File: src/rtl/leaderboard_pkg.sv
// -----------------------------------------------------------------------------
// leaderboard_pkg
// Shared types and constants for the top-three high-score tracker.
//   lb_state_t      : insertion FSM states (IDLE, CMP, INSERT, DONE)
//   LB_DEPTH        : number of board entries
//   RANK_NONE       : rank value reported when a score is not placed
//   DEFAULT_SCORE_W : default width of scores and board entries
// -----------------------------------------------------------------------------
package leaderboard_pkg;

    localparam int          DEFAULT_SCORE_W = 8;
    localparam int          LB_DEPTH        = 3;
    localparam logic [1:0]  RANK_NONE       = 2'd0;

    typedef enum logic [1:0] {
        IDLE   = 2'd0,
        CMP    = 2'd1,
        INSERT = 2'd2,
        DONE   = 2'd3
    } lb_state_t;

endpackage : leaderboard_pkg

File: src/rtl/leaderboard_tracker_if.sv
// -----------------------------------------------------------------------------
// leaderboard_tracker_if
// Request/response bundle between the scoring stage and the leaderboard.
//   score_in    : final round score, valid with game_over
//   game_over   : single-cycle submit request
//   clear_board : request to zero the board
//   lb1..lb3    : board entries, lb1 highest
//   busy        : insertion in progress, requests ignored
//   done        : one-cycle completion pulse
//   rank        : placement of the last submission (0 = not placed)
// Modports: master = requester / display side, slave = leaderboard_tracker.
// -----------------------------------------------------------------------------
interface leaderboard_tracker_if #(
    parameter int SCORE_W = leaderboard_pkg::DEFAULT_SCORE_W
);
    logic [SCORE_W-1:0] score_in;
    logic               game_over;
    logic               clear_board;
    logic [SCORE_W-1:0] lb1;
    logic [SCORE_W-1:0] lb2;
    logic [SCORE_W-1:0] lb3;
    logic               busy;
    logic               done;
    logic [1:0]         rank;

    modport master (
        output score_in, game_over, clear_board,
        input  lb1, lb2, lb3, busy, done, rank
    );

    modport slave (
        input  score_in, game_over, clear_board,
        output lb1, lb2, lb3, busy, done, rank
    );

endinterface : leaderboard_tracker_if

File: src/rtl/leaderboard_tracker.sv
// -----------------------------------------------------------------------------
// leaderboard_tracker
// Keeps a sorted three-entry high-score board. A submitted score walks the
// board from the top (CMP), is shifted in at the first entry it strictly
// beats (INSERT), and the result is reported with a done pulse and rank.
// Equal scores rank below the earlier holder.
//
// Ports:
//   clock : system clock, rising edge
//   reset : asynchronous, active-low reset
//   bus   : leaderboard_tracker_if.slave (score_in, game_over, clear_board,
//           lb1..lb3, busy, done, rank)
//
// Build option:
//   LB_DEDUP_EN : when defined, a score equal to an existing entry is not
//                 placed (rank 0, board unchanged), so no duplicates appear.
// -----------------------------------------------------------------------------
module leaderboard_tracker
    import leaderboard_pkg::*;
#(
    parameter int SCORE_W = DEFAULT_SCORE_W
) (
    input  logic                  clock,
    input  logic                  reset,
    leaderboard_tracker_if.slave  bus
);

    lb_state_t          state_q;
    logic [1:0]         idx_q;
    logic [SCORE_W-1:0] cand_q;
    logic [SCORE_W-1:0] board_q [LB_DEPTH];
    logic [1:0]         rank_q;
    logic               busy_q;
    logic               done_q;
`ifdef LB_DEDUP_EN
    // Set when CMP found an equal entry; INSERT then becomes a no-op cycle
    // so the abort keeps the same idx+3 latency as a real placement path.
    logic               skip_q;
`endif

    // Board entries are registered outputs straight from the array.
    assign bus.lb1  = board_q[0];
    assign bus.lb2  = board_q[1];
    assign bus.lb3  = board_q[2];
    assign bus.rank = rank_q;
    assign bus.busy = busy_q;
    assign bus.done = done_q;

    // NOTE: every register here, including the board array, is cleared by the
    // async reset; the board is visible state and must read zero immediately,
    // so it cannot be left as an unreset memory.
    always_ff @(posedge clock or negedge reset) begin
        if (!reset) begin
            state_q <= IDLE;
            idx_q   <= 2'd0;
            cand_q  <= '0;
            for (int i = 0; i < LB_DEPTH; i++) begin
                board_q[i] <= '0;
            end
            rank_q  <= RANK_NONE;
            busy_q  <= 1'b0;
            done_q  <= 1'b0;
`ifdef LB_DEDUP_EN
            skip_q  <= 1'b0;
`endif
        end else begin
            // NOTE: non-blocking assignments only; the INSERT shift reads the
            // old entries on the right-hand side, which is what makes the
            // three-way shift correct in a single edge.
            done_q <= 1'b0;

            unique case (state_q)
                IDLE: begin
                    if (done_q) begin
                        // The done cycle still counts as busy: requests are
                        // dropped and busy falls at the end of it.
                        busy_q <= 1'b0;
                    end else if (bus.clear_board) begin
                        for (int i = 0; i < LB_DEPTH; i++) begin
                            board_q[i] <= '0;
                        end
                    end else if (bus.game_over) begin
                        cand_q  <= bus.score_in;
                        idx_q   <= 2'd0;
                        busy_q  <= 1'b1;
                        state_q <= CMP;
                    end
                end

                CMP: begin
`ifdef LB_DEDUP_EN
                    if (cand_q == board_q[idx_q]) begin
                        skip_q  <= 1'b1;
                        state_q <= INSERT;
                    end else
`endif
                    if (cand_q > board_q[idx_q]) begin
                        state_q <= INSERT;
                    end else if (idx_q == 2'd2) begin
                        rank_q  <= RANK_NONE;
                        state_q <= DONE;
                    end else begin
                        idx_q <= idx_q + 2'd1;
                    end
                end

                INSERT: begin
`ifdef LB_DEDUP_EN
                    if (skip_q) begin
                        skip_q <= 1'b0;
                        rank_q <= RANK_NONE;
                    end else
`endif
                    begin
                        unique case (idx_q)
                            2'd0: begin
                                board_q[2] <= board_q[1];
                                board_q[1] <= board_q[0];
                                board_q[0] <= cand_q;
                            end
                            2'd1: begin
                                board_q[2] <= board_q[1];
                                board_q[1] <= cand_q;
                            end
                            default: begin
                                board_q[2] <= cand_q;
                            end
                        endcase
                        rank_q <= idx_q + 2'd1;
                    end
                    state_q <= DONE;
                end

                DONE: begin
                    done_q  <= 1'b1;
                    state_q <= IDLE;
                end

                default: begin
                    state_q <= IDLE;
                end
            endcase
        end
    end

endmodule : leaderboard_tracker

File: src/flat_wrapper.sv
// flat-port wrapper written by rule: the top's interface ports become plain ports
module leaderboard_tracker_flat import leaderboard_pkg::*;
#(
    parameter int SCORE_W = DEFAULT_SCORE_W
)
  (clock, reset, bus_score_in, bus_game_over, bus_clear_board, bus_lb1, bus_lb2, bus_lb3, bus_busy, bus_done, bus_rank);
  leaderboard_tracker_if #(.SCORE_W(SCORE_W)) bus_i ();
  input  logic clock;
  input  logic reset;
  input wire logic [$bits(bus_i.score_in)-1:0] bus_score_in;
  input wire logic [$bits(bus_i.game_over)-1:0] bus_game_over;
  input wire logic [$bits(bus_i.clear_board)-1:0] bus_clear_board;
  output wire logic [$bits(bus_i.lb1)-1:0] bus_lb1;
  output wire logic [$bits(bus_i.lb2)-1:0] bus_lb2;
  output wire logic [$bits(bus_i.lb3)-1:0] bus_lb3;
  output wire logic [$bits(bus_i.busy)-1:0] bus_busy;
  output wire logic [$bits(bus_i.done)-1:0] bus_done;
  output wire logic [$bits(bus_i.rank)-1:0] bus_rank;
  assign bus_i.score_in = bus_score_in;
  assign bus_i.game_over = bus_game_over;
  assign bus_i.clear_board = bus_clear_board;
  assign bus_lb1 = bus_i.lb1;
  assign bus_lb2 = bus_i.lb2;
  assign bus_lb3 = bus_i.lb3;
  assign bus_busy = bus_i.busy;
  assign bus_done = bus_i.done;
  assign bus_rank = bus_i.rank;
  leaderboard_tracker #(.SCORE_W(SCORE_W)) u_core (.clock(clock), .reset(reset), .bus(bus_i));
endmodule
File: config.mk
export PLATFORM = sky130hd
export DESIGN_NAME = leaderboard_tracker_flat
export DESIGN_NICKNAME = d
export VERILOG_FILES = /design/src/rtl/leaderboard_pkg.sv /design/src/rtl/leaderboard_tracker_if.sv /design/src/rtl/leaderboard_tracker.sv /design/src/flat_wrapper.sv
export SDC_FILE = /design/constraint.sdc
export NUM_CORES = 1
export LEC_CHECK = 0
export CAP_MARGIN = 15
export CORE_MARGIN = 10
export CORE_UTILIZATION = 47
export CTS_CLUSTER_SIZE = 28
export DETAILED_ROUTE_END_ITERATION = 8
export PLACE_DENSITY = 0.72
export SLEW_MARGIN = 20
export SYNTH_ARGS = -nofsm -noshare
export SYNTH_HDL_FRONTEND = slang
export SYNTH_SLANG_ARGS = --single-unit
File: constraint.sdc
create_clock -name clock -period 5.55 [get_ports clock]
set_input_delay 1.11 -clock clock [delete_from_list [all_inputs] [get_ports clock]]
set_output_delay 1.11 -clock clock [all_outputs]
set_load 0.005 [all_outputs]
==> results of run 1 <==
-- cells in the mapped netlist, types with 3 or more instances --
cell | n | area (sq um)
nand2_1 | 49 | 184
dfrtp_1 | 40 | 1000
o21ai_0 | 19 | 95.1
a22o_1 | 16 | 140
o21ai_1 | 16 | 80.1
ha_1 | 15 | 188
clkbuf_1 | 13 | 48.8
inv_1 | 13 | 48.8
a21oi_1 | 11 | 55.1
a31oi_1 | 9 | 56.3
mux2i_1 | 8 | 80.1
nor2_1 | 8 | 30.0
mux2_2 | 7 | 78.8
nand4_1 | 4 | 25.0
buf_2 | 3 | 15.0
-- layer usage --
| metal | share of wire (%) | global-route usage (%) | up-vias |
|---|---|---|---|
| li1 | - | - | 979 |
| met1 | 50 | 18.3 | 873 |
| met2 | 41 | 19.1 | 50 |
| met3 | 7.2 | 4.53 | 8 |
| met4 | 1.9 | 5.22 | 0 |
| met5 | 0 | 0 | - |
-- sequential cells by signal (all words and copies together), names as in the netlist --
register,flops
u_core.state_q,2
u_core.cand_q,8
u_core.bus.busy,1
u_core.bus.lb2,8
u_core.bus.lb1,8
u_core.bus.done,1
u_core.idx_q,2
u_core.bus.rank,2
u_core.bus.lb3,8
-- report_power, final --
group	internal [uW]	total (uW)	switching (uW)
logic	458	939	481
registers	417	580	162
clock network	101	199	97.3
-- cell families (layout without fill, tap and decap cells) --
family	Yosys count	count (layout)	synth area share (%)
fa+ha+maj	15	15	7.91
flops	40	40	42.2
simple gates	70	70	12.7
compound gates	86	86	24.2
buf+inv	31	62	5.06
mux	17	17	7.91
-- worst max-delay path, delay by kind of cell (launching register included) --
family,cells,cell delay [ps]
muxes,1,320
DFF,1,720
buffers and inverters,1,400
AOI/OAI and AO/OA,5,1040
and+or+nand+nor,1,130
adders and majority gates,1,270
-- layout make-up --
class	count	share of cell area [%]
well taps	67	2.92
clock buffers	8	3.14
inverters	14	1.83
multi-input cells	188	43.6
flip-flops and latches	40	34.9
repair buffers	40	13.7
-- worst max-delay path by stage --
stage                                start                             to  slack, ps  cells past startpoint
6_report       u_core.idx_q[1]$_DFFE_PN0P_  u_core.state_q[1]$_DFFE_PN0P_       2550                      9
5_1_grt        u_core.idx_q[1]$_DFFE_PN0P_  u_core.state_q[1]$_DFFE_PN0P_       2320                      8
4_1_cts        u_core.idx_q[1]$_DFFE_PN0P_  u_core.state_q[1]$_DFFE_PN0P_       2560                      9
3_5_place_dp               bus_clear_board  u_core.bus.lb1[0]$_DFFE_PN0P_       2450                      8
3_3_place_gp               bus_clear_board  u_core.bus.lb1[1]$_DFFE_PN0P_       2530                      8
2_1_floorplan  u_core.idx_q[1]$_DFFE_PN0P_  u_core.state_q[1]$_DFFE_PN0P_       3010                     10
-- placed cells by master (no fill, tap or decap), drive strengths merged, types with 2 or more instances in the layout --
| cell | count |
|---|---|
| a21o | 2 |
| a21oi | 12 |
| a22o | 16 |
| a31o | 2 |
| a31oi | 10 |
| buf | 2 |
| clkbuf | 8 |
| clkdlybuf4s50 | 38 |
| dfrtp | 40 |
| ha | 15 |
| inv | 13 |
| mux2 | 8 |
| mux2i | 9 |
| nand2 | 49 |
| nand4 | 4 |
| nor2 | 10 |
| nor2b | 3 |
| o211ai | 3 |
| o21ai | 35 |
-- through the flow --
step | power, uW | setup slack, ps | hold slack (ps) | utilization, %
2_1_floorplan | 1180 | 3010 | 474 | -
3_3_place_gp | 1510 | 2530 | 468 | 57.7
3_5_place_dp | 1530 | 2450 | 469 | 57.7
4_1_cts | 1730 | 2560 | 491 | 59.6
5_1_grt | 1880 | 2320 | 529 | 59.6
6_report | 1720 | 2550 | 486 | 59.6
==> impl_metrics.env, run 1 <==
export IMPL_grt_pass1_wl_um=9380
export IMPL_status="finished, final reports clean"
export IMPL_grt_use_total_pct=13.5
export IMPL_hold_start="u_core.bus.busy$_DFFE_PN0P_"
export IMPL_drt_iter0_drc=149
export IMPL_dpl_cell_area_sq_mm=0.00278
export IMPL_cts_buffer_depth=2
export IMPL_syn_avg_cell_area_sq_um=9.16
export IMPL_skew_ps=2.77
export IMPL_yosysUniqueCellTypes=38
export IMPL_r2r_cells=9
export IMPL_fin_cells=357
export IMPL_clock_latency_ps=290
export IMPL_path_cells="clkinv_1 -> a31oi_1 -> ha_1 -> nor2b_4 -> o211ai_2 -> a21oi_2 -> o31ai_4 -> a31oi_2 -> mux2_4"
export IMPL_final_hold_viol_count=0
export IMPL_final_nets=316
export IMPL_holdPathStages=1
export IMPL_postSynth_asyncResetShare_pct=100
export IMPL_peakVddDrop_mv=0.312
export IMPL_areaGrowthSynthToFinish_pct=21.0
export IMPL_fin_crit_sh_pct=54.0
export IMPL_htreeDepth=2
export IMPL_grt_max_degree=41
export IMPL_cts_tree="built"
export IMPL_fin_tns_setup_ps=0
export IMPL_synthesis_instances=259
export IMPL_wire_per_inst_um=15.1
export IMPL_stdcell_area_sq_mm=0.00287
export IMPL_relSlewSlack_pct=32.3
export IMPL_root_buffer="clkbuf_8"
export IMPL_io_pins=40
export IMPL_hpwlAfterDp_um=4000
export IMPL_dpl_cell_count=349
export IMPL_rsz0062_at_grt="false"
export IMPL_power_density_mw_per_mm2=598
export IMPL_final_seq_area_sq_mm=0.00100
export IMPL_crit_path_end_kind="register"
export IMPL_power_leakage_uw=0.00117
export IMPL_period_minus_slack_ps=3000
export IMPL_worst_pin_slew_ps=1020
export IMPL_fmaxAchievable_mhz=333
export IMPL_yosys_warnings=0
export IMPL_max_cap_violations=0
export IMPL_cpPeakStageDelay_ps=720
export IMPL_row_count=25
export IMPL_synth_enable_flop_cells=0
export IMPL_fp_dieW_um=91.0
export IMPL_post_cts_resized=0
export IMPL_core_sq_mm=0.00482
export IMPL_floorplan_initialDensity_pct=49.2
export IMPL_cts_setup_buffers=0
export IMPL_start_kind="register"
export IMPL_path_clk_slew_ps=70
export IMPL_final_layout_size_suffix_gt1_share_pct=8.62
export IMPL_ys_seq_area_share_pct=42.2
export IMPL_cts_num_sinks=40
export IMPL_min_path_type="register to register"
export IMPL_r2r_end="u_core.state_q[1]$_DFFE_PN0P_"
export IMPL_vias_per_cell=5.35
export IMPL_fp_dieH_um=91.0
export IMPL_required_ps=5730
export IMPL_grt_antenna_before_repair=0
export IMPL_crit_path_top_delay_cell="dfrtp_1"
export IMPL_numPortBuffers=39
export IMPL_ys_ff_latch=40
export IMPL_r2r_start="u_core.idx_q[1]$_DFFE_PN0P_"
export IMPL_die_area_sq_mm=0.00829
export IMPL_place_congestion=0.906
export IMPL_min_to="u_core.bus.busy$_DFFE_PN0P_"
export IMPL_drt_pre_antenna_iters=5
export IMPL_setup_viol=0
export IMPL_ant_nets=0
export IMPL_drc_errors=0
export IMPL_criticalPathCategory="register to register"
export IMPL_wirelength_um=5410
export IMPL_cts_buffers=5
export IMPL_n_antenna_cell=0
export IMPL_netlist_area_sq_mm=0.00237
export IMPL_syn_nets=286
export IMPL_rrSetupSlack_ps=2550
export IMPL_gr_total_overflow=0
export IMPL_worst_path_max_fanout=13
export IMPL_num_fill_cells=448
export IMPL_ctsHoldBuffers=0
export IMPL_synth_ff_type="dfrtp_1"
export IMPL_multi_input_area_sq_mm=0.00125
export IMPL_slew_viol_final=0
export IMPL_first_global_vias=1855
export IMPL_crit_arrival_ps=3180
export IMPL_vias=1910
(Power assumes the default switching activity.)
==> run 2: changes to the inputs <==
Clock period 5.55 ns to 2.88 ns, I/O delays scaled along.
==> run 2 against run 1 <==
  * Setup slack lost 2300 ps
  * Hold slack got worse by 70 ps
  * Clock skew up 1.9 ps
  * Clock-buffer cell count did not move
  * Core utilization rose by 0.96 points
  * Critical path depth grew 2
  * Cell area up 1.6%
  * Power grew 99%
  * Critical path type unchanged
  * Highest routed layer unchanged
==> impl_metrics.env, run 2 (same netlist as run 1, synthesis figures left out) <==
export IMPL_ant_nets=0
export IMPL_io_pins=40
export IMPL_num_fill_cells=455
export IMPL_htreeDepth=2
export IMPL_post_cts_resized=0
export IMPL_worst_pin_slew_ps=882
export IMPL_crit_path_end_kind="register"
export IMPL_fp_dieW_um=91.0
export IMPL_required_ps=3050
export IMPL_fin_tns_setup_ps=0
export IMPL_setup_viol=0
export IMPL_die_area_sq_mm=0.00829
export IMPL_cts_buffer_depth=2
export IMPL_grt_max_degree=41
export IMPL_min_path_type="input port to asynchronous set/reset pin"
export IMPL_period_minus_slack_ps=2650
export IMPL_vias=2006
export IMPL_place_congestion=0.916
export IMPL_worst_path_max_fanout=8
export IMPL_drc_errors=0
export IMPL_final_seq_area_sq_mm=0.00100
export IMPL_power_leakage_uw=0.00120
export IMPL_status="finished, final reports clean"
export IMPL_ctsHoldBuffers=0
export IMPL_stdcell_area_sq_mm=0.00292
export IMPL_criticalPathCategory="register to register"
export IMPL_drt_iter0_drc=124
export IMPL_vias_per_cell=5.53
export IMPL_drt_pre_antenna_iters=5
export IMPL_grt_antenna_before_repair=0
export IMPL_multi_input_area_sq_mm=0.00125
export IMPL_clock_latency_ps=280
export IMPL_core_sq_mm=0.00482
export IMPL_areaGrowthSynthToFinish_pct=23.0
export IMPL_n_antenna_cell=0
export IMPL_row_count=25
export IMPL_wire_per_inst_um=15.7
export IMPL_skew_ps=4.69
export IMPL_cts_setup_buffers=0
export IMPL_gr_total_overflow=0
export IMPL_hpwlAfterDp_um=4280
export IMPL_numPortBuffers=39
export IMPL_cts_buffers=5
export IMPL_power_density_mw_per_mm2=1170
export IMPL_fp_dieH_um=91.0
export IMPL_grt_use_total_pct=14.3
export IMPL_first_global_vias=2003
export IMPL_root_buffer="clkbuf_8"
export IMPL_final_common_cell="nand2_1"
export IMPL_fin_crit_sh_pct=92.0
export IMPL_cts_tree="built"
export IMPL_cts_num_sinks=40
export IMPL_grt_pass1_wl_um=10100
export IMPL_peakVddDrop_mv=0.587
export IMPL_dpl_cell_area_sq_mm=0.00283
export IMPL_rsz0062_at_grt="false"
export IMPL_final_nets=322
export IMPL_crit_arrival_ps=2820
export IMPL_slew_viol_final=0
export IMPL_max_cap_violations=0
export IMPL_path_clk_slew_ps=70
export IMPL_start_kind="register"
export IMPL_final_hold_viol_count=0
export IMPL_floorplan_initialDensity_pct=49.2
export IMPL_wirelength_um=5710
export IMPL_final_layout_size_suffix_gt1_share_pct=10.8
export IMPL_fmaxAchievable_mhz=377
export IMPL_layout_common_cells="nand2_1, dfrtp_1, clkdlybuf4s50_1"
export IMPL_relSlewSlack_pct=41.2
==> run 2: cell count changes in the layout (fill, tap and decap cells not counted) <==
| cell | change |
|---|---|
| dfrtp_1 | -1 |
| dfrtp_2 | +1 |
| buf_4 | +6 |
==> run 2: stage by stage <==
stage | setup WS, ps | hold WS, ps | cells | utilization, % | power [uW]
after detailed placement | 172 | 489 | 355 | 58.7 | 3040
after CTS | 147 | 448 | 363 | 60.5 | 3430
after global routing | 67.6 | 476 | 363 | 60.6 | 3720
after floorplan | 344 | 280 | 259 | - | 2280
after global placement | 368 | 469 | 355 | 58.7 | 2980
final | 230 | 416 | 363 | 60.6 | 3410
==> run 2: path summary, 6_finish.rpt <==
check	from	to	slack, ps	depth (start not counted)
setup / recovery	u_core.idx_q[1]$_DFFE_PN0P_	u_core.bus.rank[1]$_DFFE_PN0P_	230	11
hold / removal	reset	u_core.bus.busy$_DFFE_PN0P_	420	1
setup reg to reg	u_core.idx_q[1]$_DFFE_PN0P_	u_core.bus.rank[1]$_DFFE_PN0P_	230	11
hold reg to reg	u_core.bus.busy$_DFFE_PN0P_	u_core.bus.busy$_DFFE_PN0P_	500	1
max in group asynchronous	reset	u_core.idx_q[1]$_DFFE_PN0P_	1860	1
min in group clock	u_core.bus.busy$_DFFE_PN0P_	u_core.bus.busy$_DFFE_PN0P_	500	1
==> run 2: cell type report <==
class | count | share of cell area, %
multi-input combinational | 188 | 42.9
sequential | 40 | 34.3
timing repair buffer | 46 | 15.0
clock buffer | 8 | 3.09
tap | 67 | 2.87
inverter | 14 | 1.80
==> run 2: power by group <==
| part | switching [uW] | internal [uW] |
|---|---|---|
| registers | 318 | 805 |
| clock network | 179 | 195 |
| logic | 977 | 940 |
| total | 1470 | 1940 |
==> run 2: routing by layer <==
metal	share of wire [%]	vias to the layer above	track usage [%]	wire, um
met2	45	90	22.7	2560
li1	-	982	-	-
met1	47	932	19.2	2700
met4	0.39	0	2.61	22
met3	7.6	2	3.62	433
met5	0	-	0	0
==> run 2: critical path, stage by stage, from the launching register on <==
cell	delay [ps]
dfrtp_2	470
buf_4	200
mux2i_1	200
nor2_1	50
a31oi_1	230
ha_1	300
a211oi_2	230
nor2_2	80
o31ai_4	260
buf_4	200
a31oi_1	90
a31o_1	220
==> run 3: changes to the inputs <==
Settings changed: TNS_END_PERCENT set to 10.
Clock period 2.88 ns to 2.65 ns, I/O delays scaled along.
==> run 3 against run 2 <==
  * Flip-flop and latch count is the same
  * Sequential share of layout area shrank 0.20 points
  * Critical path type unchanged
  * Via count is the same
==> impl_metrics.env, run 3 (same netlist as run 1, synthesis figures left out) <==
export IMPL_status="finished, final reports clean"
export IMPL_final_common_cell="nand2_1"
export IMPL_hpwlAfterDp_um=4210
export IMPL_worstSetupStartpoint="u_core.idx_q[1]$_DFFE_PN0P_"
export IMPL_criticalPathCategory="register to register"
export IMPL_layout_common_cells="nand2_1, dfrtp_1, clkdlybuf4s50_1"
export IMPL_power_density_mw_per_mm2=1270
export IMPL_period_minus_slack_ps=2440
export IMPL_p_total_uw=3710
export IMPL_core_sq_mm=0.00482
export IMPL_slew_viol_final=0
export IMPL_worst_path_max_fanout=12
export IMPL_worst_pin_slew_ps=864
export IMPL_clock_latency_ps=290
export IMPL_fmaxAchievable_mhz=410
export IMPL_dpl_cell_count=357
export IMPL_io_pins=40
export IMPL_vias=2006
export IMPL_fp_dieH_um=91.0
export IMPL_final_nets=324
export IMPL_path_clk_slew_ps=80
export IMPL_row_count=25
export IMPL_fin_crit_sh_pct=92.0
export IMPL_skew_ps=9.95
export IMPL_wl_met2_um=2590
export IMPL_path_cells="buf_4 -> mux2i_1 -> nor2_1 -> a31oi_1 -> ha_1 -> a211oi_2 -> nor2_2 -> o31ai_4 -> buf_4 -> a31oi_1 -> a31o_1"
export IMPL_cts_num_sinks=40
export IMPL_wirelength_um=5700
export IMPL_final_layout_size_suffix_gt1_share_pct=11.1
export IMPL_drt_pre_antenna_iters=4
export IMPL_numPortBuffers=39
export IMPL_crit_arrival_ps=2630
export IMPL_place_congestion=0.862
export IMPL_setup_viol=0
export IMPL_ant_nets=0
export IMPL_fin_cells=365
export IMPL_die_area_sq_mm=0.00829
export IMPL_root_buffer="clkbuf_8"
export IMPL_vias_per_cell=5.50
export IMPL_pre_cts_slack_ps=230
export IMPL_cts_tree="built"
export IMPL_grt_pass1_wl_um=9970
export IMPL_cts_buffer_depth=2
export IMPL_wirelength_met1_um=2700
export IMPL_crit_path_top_delay_cell="dfrtp_1"
export IMPL_peakVddDrop_mv=0.825
export IMPL_cpPeakStageDelay_ps=350
export IMPL_fin_tns_setup_ps=0
export IMPL_rsz0062_at_grt="false"
export IMPL_grt_use_total_pct=14.3
export IMPL_grt_antenna_before_repair=0
export IMPL_gr_total_overflow=0
export IMPL_floorplan_initialDensity_pct=49.2
export IMPL_final_hold_viol_count=0
export IMPL_power_leakage_uw=0.00121
export IMPL_drt_iter0_drc=139
export IMPL_htreeDepth=2
export IMPL_n_antenna_cell=0
export IMPL_relSlewSlack_pct=42.4
export IMPL_ctsHoldBuffers=0
export IMPL_cts_buffers=5
export IMPL_met3WireLength_um=364
export IMPL_cts_setup_buffers=0
export IMPL_top_layer_used="met4"
export IMPL_drc_errors=0
export IMPL_fin_ws_ps=212
export IMPL_crit_path_end_kind="register"
export IMPL_fp_dieW_um=91.0
export IMPL_critical_path_top_delay_family="compound AO/OA/AOI/OAI gates"
export IMPL_wire_per_inst_um=15.6
export IMPL_min_path_type="input port to asynchronous set/reset pin"
export IMPL_grt_max_degree=41
export IMPL_post_cts_resized=0
export IMPL_start_kind="register"
export IMPL_max_cap_violations=0
export IMPL_required_ps=2840
export IMPL_critPathBufInv=2
export IMPL_areaGrowthSynthToFinish_pct=23.6
export IMPL_r2r_start="u_core.idx_q[1]$_DFFE_PN0P_"
export IMPL_first_global_vias=1943
[run 3: cell types whose count changed in the layout (fill, tap and decap cells not counted)]
cell / change
buf_4: +2
dfrtp_1: +1
dfrtp_2: -1
[run 3: stage by stage]
stage | hold WS [ps] | util (%) | cell area, sq um
2_1_floorplan | 234 | - | 2370
3_3_place_gp | 468 | 59.0 | 2840
3_5_place_dp | 473 | 59.0 | 2840
4_1_cts | 389 | 60.9 | 2930
5_1_grt | 420 | 60.9 | 2930
6_report | 331 | 60.9 | 2930
[run 3: worst paths after layout]
kind                                                  end  slack, ps  cells after the start
max in group asynchronous   u_core.bus.lb3[3]$_DFFE_PN0P_       1750                      1
min                        u_core.bus.rank[0]$_DFFE_PN0P_        330                      1
min reg2reg                   u_core.bus.busy$_DFFE_PN0P_        500                      1
min in group clock            u_core.bus.busy$_DFFE_PN0P_        500                      1
max                        u_core.bus.rank[1]$_DFFE_PN0P_        210                     11
max reg2reg                u_core.bus.rank[1]$_DFFE_PN0P_        210                     11
[run 3: per-layer routing]
layer | vias to the layer above | global-route usage [%]
li1 | 995 | -
met1 | 947 | 19.6
met2 | 59 | 21.1
met3 | 5 | 4.44
met4 | 0 | 4.31
met5 | - | 0
[run 3: layout make-up]
class	count	area, sq um
clock buffer	8	90.1
tap	67	83.8
fill	442	1890
inverter	14	52.6
multi-input combinational	188	1250
timing repair buffer	48	453
sequential	40	1000
[run 3: worst register-to-register path: cells and delay by family, from the launching register on]
kind / cells / cell delay (ps)
AOI/OAI and AO/OA: 5 / 930
adders and majority gates: 1 / 280
buffers and inverters: 2 / 420
DFF: 1 / 350
muxes: 1 / 210
and+or+nand+nor: 2 / 130
[run 3: power by group]
part,total [uW],switching [uW],internal [uW]
Clock,416,203,212
Combinational,2090,1060,1030
Sequential,1200,328,874
